File: src/rtl/sme_writeback.sv
// Writeback stage for masked (shared) ALU results: passes shares through or recombines them into one GPR value.
// Latency: 1 cycle for share writes; d cycles for an unmask (one share folded in per cycle after accept).
// Backpressure: single result in flight; out_* held stable until out_ready, in_ready low while busy or flushing.
module sme_writeback #(
  parameter int XLEN = 32,
  parameter int SMAX = 4
) (
  input  logic                       g_clk,
  input  logic                       g_resetn,
  output logic                       g_clk_req,
  input  logic                       flush,
  input  logic                       in_valid,
  output logic                       in_ready,
  input  logic                       in_unmask,
  input  logic [4:0]                 in_rd_addr,
  input  logic                       smectl_t,
  input  logic [3:0]                 smectl_d,
  input  logic [SMAX-1:0][XLEN-1:0]  in_rd,
  output logic                       out_valid,
  input  logic                       out_ready,
  output logic [4:0]                 out_rd_addr,
  output logic                       out_unmasked,
  output logic [XLEN-1:0]            out_gpr,
  output logic [SMAX-1:0][XLEN-1:0]  out_shares,
  output logic [SMAX-1:0]            out_share_en
);

  // Wide enough to hold share counts 0..SMAX inclusive.
  localparam int DW = $clog2(SMAX + 1);

  typedef enum logic [1:0] {
    ST_IDLE = 2'd0,
    ST_ACC  = 2'd1,
    ST_OUT  = 2'd2
  } state_t;

  state_t                    state;
  state_t                    state_nxt;

  logic [DW-1:0]             d_eff;
  logic [DW-1:0]             d_q;
  logic [DW-1:0]             cnt;
  logic                      t_q;
  logic                      unmask_q;
  logic [4:0]                addr_q;
  logic [SMAX-1:0][XLEN-1:0] shares_q;
  logic [XLEN-1:0]           acc;
  logic [XLEN-1:0]           share_sel;
  logic [XLEN-1:0]           acc_step;
  logic                      accept;
  logic                      last_share;
  logic                      clear;

  assign in_ready = (state == ST_IDLE) && !flush;
  assign accept   = in_valid && in_ready;

  // Leaving OUT or flushing wipes every captured share so nothing lingers.
  assign clear    = flush || ((state == ST_OUT) && out_ready);

  // Clamp the requested share count into 1..SMAX.
  always_comb begin
    if (smectl_d == 4'd0) begin
      d_eff = DW'(1);
    end else if (int'(smectl_d) > SMAX) begin
      d_eff = DW'(SMAX);
    end else begin
      d_eff = DW'(smectl_d);
    end
  end

  // Select the share addressed by cnt; out-of-range counts read as zero.
  always_comb begin
    share_sel = '0;
    for (int i = 0; i < SMAX; i++) begin
      if (int'(cnt) == i) begin
        share_sel = shares_q[i];
      end
    end
  end

  // One share per cycle: XOR for boolean masking, modular add for arithmetic.
  assign acc_step   = t_q ? (acc + share_sel) : (acc ^ share_sel);
  assign last_share = (cnt == (d_q - DW'(1)));

  // State register.
  always_ff @(posedge g_clk or negedge g_resetn) begin
    if (!g_resetn) begin
      state <= ST_IDLE;
    end else begin
      state <= state_nxt;
    end
  end

  // Next-state logic; flush overrides everything else.
  always_comb begin
    state_nxt = state;
    if (flush) begin
      state_nxt = ST_IDLE;
    end else begin
      case (state)
        ST_IDLE: begin
          if (accept) begin
            state_nxt = (!in_unmask || (d_eff == DW'(1))) ? ST_OUT : ST_ACC;
          end
        end
        ST_ACC: begin
          if (last_share) begin
            state_nxt = ST_OUT;
          end
        end
        ST_OUT: begin
          if (out_ready) begin
            state_nxt = ST_IDLE;
          end
        end
        default: state_nxt = ST_IDLE;
      endcase
    end
  end

  // Capture the result on accept, fold shares while in ACC, wipe on exit.
  always_ff @(posedge g_clk or negedge g_resetn) begin
    if (!g_resetn) begin
      d_q      <= '0;
      cnt      <= '0;
      t_q      <= 1'b0;
      unmask_q <= 1'b0;
      addr_q   <= '0;
      shares_q <= '0;
      acc      <= '0;
    end else if (clear) begin
      d_q      <= '0;
      cnt      <= '0;
      t_q      <= 1'b0;
      unmask_q <= 1'b0;
      addr_q   <= '0;
      shares_q <= '0;
      acc      <= '0;
    end else if (accept) begin
      d_q      <= d_eff;
      t_q      <= smectl_t;
      unmask_q <= in_unmask;
      addr_q   <= in_rd_addr;
      acc      <= in_unmask ? in_rd[0] : '0;
      cnt      <= in_unmask ? DW'(1) : '0;
      for (int i = 0; i < SMAX; i++) begin
        shares_q[i] <= (i < int'(d_eff)) ? in_rd[i] : '0;
      end
    end else if (state == ST_ACC) begin
      acc <= acc_step;
      cnt <= cnt + DW'(1);
    end
  end

  assign out_valid    = (state == ST_OUT);
  assign g_clk_req    = (state != ST_IDLE);
  assign out_unmasked = out_valid && unmask_q;
  assign out_gpr      = out_unmasked ? acc : '0;
  assign out_shares   = (out_valid && !unmask_q) ? shares_q : '0;
  assign out_rd_addr  = addr_q;

  // Enable the low d lanes, only while a writeback is being offered.
  always_comb begin
    out_share_en = '0;
    for (int i = 0; i < SMAX; i++) begin
      out_share_en[i] = out_valid && (i < int'(d_q));
    end
  end

endmodule
File: config.mk
export PLATFORM = sky130hd
export DESIGN_NAME = sme_writeback
export DESIGN_NICKNAME = d
export VERILOG_FILES = /design/src/rtl/sme_writeback.sv
export SDC_FILE = /design/constraint.sdc
export NUM_CORES = 1
export LEC_CHECK = 0
export ABC_AREA = 1
export CAP_MARGIN = 0
export CORE_UTILIZATION = 40
export CTS_CLUSTER_DIAMETER = 60
export DETAILED_ROUTE_END_ITERATION = 8
export PLACE_DENSITY_LB_ADDON = 0.15
export SYNTH_ARGS = -nofsm -noshare
export SYNTH_HDL_FRONTEND = slang
export SYNTH_SLANG_ARGS = --single-unit
File: constraint.sdc
create_clock -name g_clk -period 3.35 [get_ports g_clk]
set_input_delay 1.005 -clock g_clk [delete_from_list [all_inputs] [get_ports g_clk]]
set_output_delay 1.005 -clock g_clk [all_outputs]
set_load 0.01 [all_outputs]
# Word-level counts from Yosys, hierarchy flattened
# Index checks and enable logic that the tools add are counted.
# classes
addsub,3
magnitude_cmp,9
eq_ne,10
mux,37
bitwise_logic,1
reduce_logical,21
# ops
op,n
two-way mux 32 bit,14
two-way mux 128 bit,3
adder 32 bit,1
bitwise XOR 32 bit,1
two-way mux 3 bit,7
less-than comparator 1 x 3 -> 1 bit (first input constant),4
less-than comparator 2 x 3 -> 1 bit (first input constant),4
two-way mux 2 bit,5
two-way mux 5 bit,2
logical AND 1 bit,9
equality test 3 bit (second input constant),2
inequality test 3 bit (second input constant),2
one-hot mux 2 bit (3 select lines),1
two-way mux 1 bit,5
> comparator 4 x 3 -> 1 bit (second input constant),1
logical NOT 4 bit,1
nonzero test 2 bit,2
adder 3 x 1 -> 3 bit (second input constant),1
equality test 3 x 1 -> 1 bit (second input constant),1
equality test 3 x 2 -> 1 bit (second input constant),1
equality test 3 bit,1
logical NOT 1 bit,3
logical NOT 3 bit,1
inequality test 3 x 2 -> 1 bit (second input constant),1
other kinds (7),8
# word_totals
reg_bits,175
inputBits,144
output_inout_bits,173
elab_cells,92

# Logic depth before layout (Yosys ltp)
# Gate-level depths: netlist of the first run.
# logic_depth
depth_word,10
ltp_mapped,23
ltp_nobuf,22

# Worst setup path before layout of the first run
# Ideal clock, no wire load.
# synth_timing
path_type,flip-flop to flip-flop
start,register cnt[1]
end,register acc[24]
setup_ns,0.117
arrival_ns,2.723
t_required_ns,3.233
slack_ns,0.510
stages_incl_launch_ff,23
n_path_buf,1
period_less_slack_ns,2.840
path_cell_list,dfrtp_1 inv_1 ha_1 inv_1 nand3_1 buf_1 o22ai_1 nor2_1 o22ai_1 ha_1 fa_1 nand3_1 nand3_1 nand2_1 nand2_1 nand2_1 nand2_1 nand3_1 nand2_1 nand2_1 nand3_1 nand2_1 nand2_1
# synth_between
elab_chain_len,10
word_cells_on_any_way,14
cone_classes,add/sub: 1; eq/ne: 3; mux: 8; bitwise: 1; reduce/logical: 1
# synth_lines
item,line,text
start: declaration,42,logic [DW-1:0] cnt;
start signal: assignment,145,cnt <= in_unmask ? DW'(1) : '0;
start signal: assignment,151,cnt <= cnt + DW'(1);
logical NOT 3 bit,75,if (int'(cnt) == i) begin
two-way mux 32 bit (3 in series),75,
two-way mux 32 bit *,75,
adder 32 bit or bitwise XOR 32 bit (tied branches),82,assign acc_step = t_q ? (acc + share_sel) : (acc ^ share_sel);
two-way mux 32 bit *,82,
two-way mux 32 bit *,149,end else if (state == ST_ACC) begin
two-way mux 32 bit *,139,end else if (accept) begin
two-way mux 32 bit *,131,end else if (clear) begin
end signal: assignment,144,acc <= in_unmask ? in_rd[0] : '0;
end signal: assignment,150,acc <= acc_step;
end: declaration,47,logic [XLEN-1:0] acc;
# Every way passes the cells marked *; elsewhere a longest branch is shown, timed or not. The select of a mux whose other input is x is not followed.
# A chain may end at the register's enable or synchronous reset.

==> impl_metrics.toml, run 1 <==
[run_status]
status = "finished clean"

[logic_synthesis]
synth_area_per_cell_um2 = 6.760
synthesis.area_um2 = 11630
synth_nets = 1908
synth_largest_area_cell = "dfrtp_1"
synth_top_area_share_pct = 37.66
ys_ff_latch = 175
synthFlopType = "dfrtp_1"
synth_edf_count = 0
synth_compound_area_share_pct = 16.82
synthAdderAreaFrac_pct = 4.799
synth_mux_area_share_pct = 0
synth-simple-area-share_pct = 25.28
synth_area_leaders = "dfrtp_1 38%, inv_1 11%, nand2_1 10%, nor2_1 7.5%, o22ai_1 6.9%"
yosysSeqAreaShare_pct = 37.66
synth_xor_area_share_pct = 0.4520
yosys_warnings = 0
synth_top_family_by_area = "simple AND/OR/NAND/NOR gates"
ys_types = 45
synth_cells = 1720
synthArstFlopShare_pct = 100.0

[power]
peakVddDrop_v = 0.0003945
internal-power_mw = 4.331
p_comb_share_pct = 35.8
p_clk_share_pct = 29.1
p_per_area_nw_per_um2 = 433.0
p_leak_nw = 8.071
switching_power_mw = 2.749
switching_share_pct = 38.83
seqPwrFrac_pct = 35.1

[timing]
rsz0062_at_grt = "yes"
slew_viol_final = 0
setup-violations-final = 0
timing.final.crit_share_pct = 96.71
finalCriticalPeriod_ps = 3240
timing.fmax_mhz = 308.7
tightest_slew_ps = 743.5
clock_skew_ps = 28.09
slew_headroom_pct = 50.43
hold_violations = 0

[layout]
drive_gt1_share_pct = 7.499
final_common_cell = "inv_1"
fill_cells = 2787
final_util_pct = 57.12
final_area_um2 = 16350
area_growth_pct = 40.62
nets = 2202
layout_common_cells = "346 x inv_1, 319 x nand2_1, 287 x clkdlybuf4s50_1, 227 x nor2_1, 174 x dfrtp_1"

[clocking]
numCtsBuffers = 17
insertion_delay_ps = 440
root_buffer = "clkbuf_16"
cts.sinks = 175
cts_tree = "done"
ctsHtreeMaxLevel = 4
clkTransAtPathRegs_ps = 80
cts_max_path_buffers = 2

[critical_path]
worstSetupEndpointType = "primary output"
worst_setup_path_start_kind = "flop"
crit_required_ps = 2340
cp_max_fo = 17
arrival_ps = 2230
path_class = "flop to primary output"

[floorplan]
ios = 317
dieHeight_um = 172.5
floorplan.initialDensity_pct = 40.62
die_x_um = 172.5
core_um2 = 28630
rows = 62
die-area_um2 = 29750

[placement]
io_buffers = 316
gp_congestion = 0.9550
dpl-instance-area_um2 = 15320
place_hpwl_mm = 34.56

[global_routing]
grt_pass1_vias = 11910
overflow = 0
track_usage_pct = 31.10
grt_max_degree = 71
grt_pass1_wl_mm = 68.76
antenna_found_initial = 1

[routing]
vias_per_cell = 5.251
drt_iter0_drc = 1013
drt_wl_total_mm = 46.47
dr.pass1.iters = 5
drc = 0
antenna_left = 0
vias = 12670
wl_per_cell_um = 19.26

[flow_run]
maxCapViolations = 0

[min_path]
holdCritPathClass = "input pin to async pin"
## per-stage QoR
step	hold WS, ps	setup slack, ps	TNS (ps)	total power, mW	cells
global placement	485.3	-11.20	-11.20	4.850	2371
CTS	510.7	-25.88	-340.1	6.963	2406
detailed placement	483.5	-30.69	-30.69	4.872	2371
global route	541.2	-16.94	-47.98	7.428	2412
floorplan	470.8	510.3	0	3.869	1720
finish	507.7	110.4	0	7.080	2412
## Yosys cell counts (all sizes together) (6+ instances only)
cell type	number
ha	43
clkbuf	58
buf	28
inv	357
nor3	6
o31ai	10
xnor2	6
o22ai	128
nand3	122
a21oi	52
nand2	329
dfrtp	175
o21ai	133
nor2	235
## logic make-up after synthesis
| family | Yosys count |
|---|---|
| buffers and inverters | 445 |
| flip-flops | 175 |
| adder cells (fa/ha/maj) | 44 |
| AND/OR/NAND/NOR | 711 |
| AO/OA/AOI/OAI | 339 |
| XOR/XNOR | 6 |
## flip-flops by register name (all words and copies together) (netlist names)
register and cells:
t_q 1, cnt 3, state 2, d_q 3, unmask_q 1, out_rd_addr 5, acc 32, shares_q 128
## final timing paths
check / startpoint / endpoint / slack [ps] / cells past startpoint
max: state[0] / out_shares[11] / 110 / 7
min: g_resetn / acc[28] / 510 / 1
max reg2reg: cnt[0] / acc[31] / 190 / 21
min reg2reg: out_rd_addr[3] / out_rd_addr[3] / 510 / 1
max in group asynchronous: g_resetn / shares_q[24] / 2060 / 2
min in group g_clk: out_rd_addr[3] / out_rd_addr[3] / 510 / 1
## power groups by stage
| stage | combinational [mW] | sequential (mW) | clock, mW |
|---|---|---|---|
| global route | 2.76 | 2.51 | 2.15 |
| global placement | 2.33 | 2.52 | 0 |
| CTS | 2.41 | 2.48 | 2.07 |
| finish | 2.54 | 2.49 | 2.06 |
| floorplan | 1.40 | 2.47 | 0 |
| detailed placement | 2.35 | 2.52 | 0 |
## layer usage
layer	track usage [%]	share of wire, %	up-vias
li1	-	-	6036
met1	43.85	44	6040
met2	48.18	46	523
met3	5.745	7.4	67
met4	9.388	2.5	0
met5	0	0	-
## cell type report
type	count	area (µm²)	share of cell area (%)
well taps	384	480.5	2.938
clock inverters	14	162.7	0.9948
inverters	359	1364	8.341
clock buffers	18	429.2	2.625
multi-input cells	1101	5768	35.28
repair buffers	360	3764	23.02
flip-flops and latches	175	4380	26.79
diodes	1	2.502	0.01530
## worst max-delay path, stage by stage (launching register included)
cell	delay, ps
dfrtp_1	410
inv_2	90
nand2_4	130
inv_8	120
nand2_8	120
buf_4	220
nor2_1	100
clkdlybuf4s50_1	600
## timing repair
item                                    in CTS  in global routing
endpoints found under the setup margin     152                 65
resized for setup                           17                 74
pin swaps                                    1                  3
setup buffers                                1                  3
endpoints found under the hold margin        0                  0
cloned                                       2                  2
hold buffers                                 0                  0
(Power assumes the default switching activity.)
==> inputs of run 2 (changes only) <==
CORE_UTILIZATION = 50   (was 40)
==> run 2 against run 1 <==
  * Die area down 20%
  * Fmax down 2.5%
  * Flip-flop and latch count unchanged
  * Critical endpoint is now out_shares[34]
==> impl_metrics.toml, run 2 (synthesis gave the netlist of run 1 again) <==
[run_status]
status = "finished clean"

[layout]
multi_input_area_um2 = 5732
nets = 2196
layout_common_cells = "349 x inv_1, 321 x nand2_1, 287 x clkdlybuf4s50_1, 225 x nor2_1, 174 x dfrtp_1"
seq_area_um2 = 4380
drive_gt1_share_pct = 6.779
area_growth_pct = 38.70
final_common_cell = "inv_1"
final_area_um2 = 16130
fill_cells = 1901
top_register = "shares_q"
largest_reg_flops = 128

[critical_path]
worst_setup_path_start_kind = "flop"
r2r_start = "cnt[1]"
path_class = "flop to primary output"
r2r_end = "acc[10]"
reg2reg_depth = 21
crit_required_ps = 2340
arrival_ps = 2320
cp_max_fo = 32
worstSetupEndpointType = "primary output"
reg2reg_slack_ps = 190

[power]
p_per_area_nw_per_um2 = 438.6
p_leak_nw = 7.897
finalPower_mw = 7.073
peakVddDrop_v = 0.0003705

[min_path]
hold_end = "out_rd_addr[2]"
holdPathStages = 1
hold_start = "out_rd_addr[2]"
holdCritPathClass = "flop to flop"

[floorplan]
ios = 317
core_um2 = 22710
rows = 55
dieHeight_um = 154.5
die-area_um2 = 23870
floorplan.initialDensity_pct = 51.20
die_x_um = 154.5

[routing]
vias = 12920
dr.pass1.iters = 5
drt_iter0_drc = 1140
drc = 0
vias_per_cell = 5.597
antenna_left = 0
drt_wl_total_mm = 45.78
wl_per_cell_um = 19.84

[global_routing]
track_usage_pct = 37.39
grt_pass1_vias = 12000
overflow = 0
grt_max_degree = 74
antenna_found_initial = 3
grt_pass1_wl_mm = 67.70

[clocking]
cts_hold_buf = 0
cts_tree = "done"
insertion_delay_ps = 450
cts_max_path_buffers = 2
root_buffer = "clkbuf_16"
ctsHtreeMaxLevel = 4
numCtsBuffers = 17
clkTransAtPathRegs_ps = 80
cts.sinks = 175

[timing]
tightest_slew_ps = 579.2
fin_setup_tns_ps = 0
timing.fmax_mhz = 301.0
slew_viol_final = 0
slew_headroom_pct = 61.39
clock_skew_ps = 15.82
setup-violations-final = 0
finalCriticalPeriod_ps = 3322
timing.final.crit_share_pct = 99.17
hold_violations = 0

[placement]
gp_congestion = 0.9773
io_buffers = 316
dpl-instance-area_um2 = 15150
place_hpwl_mm = 33.29

[flow_run]
maxCapViolations = 0
[run 2: changes by cell type in the layout (fill, tap and decap cells not counted), moves of 4 or more]
cell | previous run | this run
dlymetal6s2s_1 | 23 | 13
buf_4 | 29 | 23
dlygate4sd2_1 | 5 | 15
inv_6 | 5 | 1
[run 2: report_power, final]
group,total (mW),internal (mW),leakage (nW),switching (mW)
Clock,2.05,1.01,0.290,1.04
Combinational,2.52,0.961,5.24,1.56
Sequential,2.50,2.34,2.36,0.158
[run 2: per-stage QoR]
stage / hold slack (ps) / utilization [%] / std cells / setup WS [ps]
after global routing: 530.6 / 71.01 / 2308 / -33.84
after CTS: 510.2 / 69.47 / 2301 / 12.81
after global placement: 486.2 / 66.73 / 2268 / 202.4
final: 508.6 / 71.01 / 2308 / 27.69
after floorplan: 470.8 / - / 1720 / 510.3
after detailed placement: 483.5 / 66.73 / 2268 / 159.8
[run 2: timing repair]
item,in CTS,in global routing
buffers inserted,0,1
gates cloned,1,4
setup endpoints to repair,160,157
endpoints found under the hold margin,0,0
pin swaps,0,4
gates resized for setup,24,54
[run 2: worst max-delay path by stage]
stage / startpoint / endpoint
final: state[0] / out_shares[34]
after detailed placement: flush / in_ready
after floorplan: cnt[1] / acc[24]
after global routing: state[0] / out_shares[34]
after CTS: state[0] / out_gpr[21]
after global placement: flush / in_ready
[run 2: area by class of cell]
| cell class | instances | share of cell area (%) |
|---|---|---|
| multi-input cells | 1100 | 35.54 |
| flip-flops and latches | 175 | 27.16 |
| repair buffers | 355 | 22.98 |
| inverters | 359 | 8.387 |
| clock buffers | 18 | 2.661 |
| well taps | 285 | 2.211 |
| clock inverters | 14 | 1.024 |
| diodes | 2 | 0.03103 |
[run 2: critical path, cell delays in order (launching register included)]
cell and delay, ps:
dfrtp_1 400, inv_2 130, nand2_4 120, inv_2 100, nand2_4 130, buf_16 220, nor2_1 150, clkdlybuf4s50_1 610
[run 2: layer usage]
layer | track usage [%] | vias up | routed length [µm]
li1 | - | 6025 | -
met1 | 51.78 | 6066 | 18680
met2 | 58.28 | 732 | 21130
met3 | 7.341 | 94 | 4452
met4 | 13.20 | 2 | 1505
met5 | 0 | - | 12
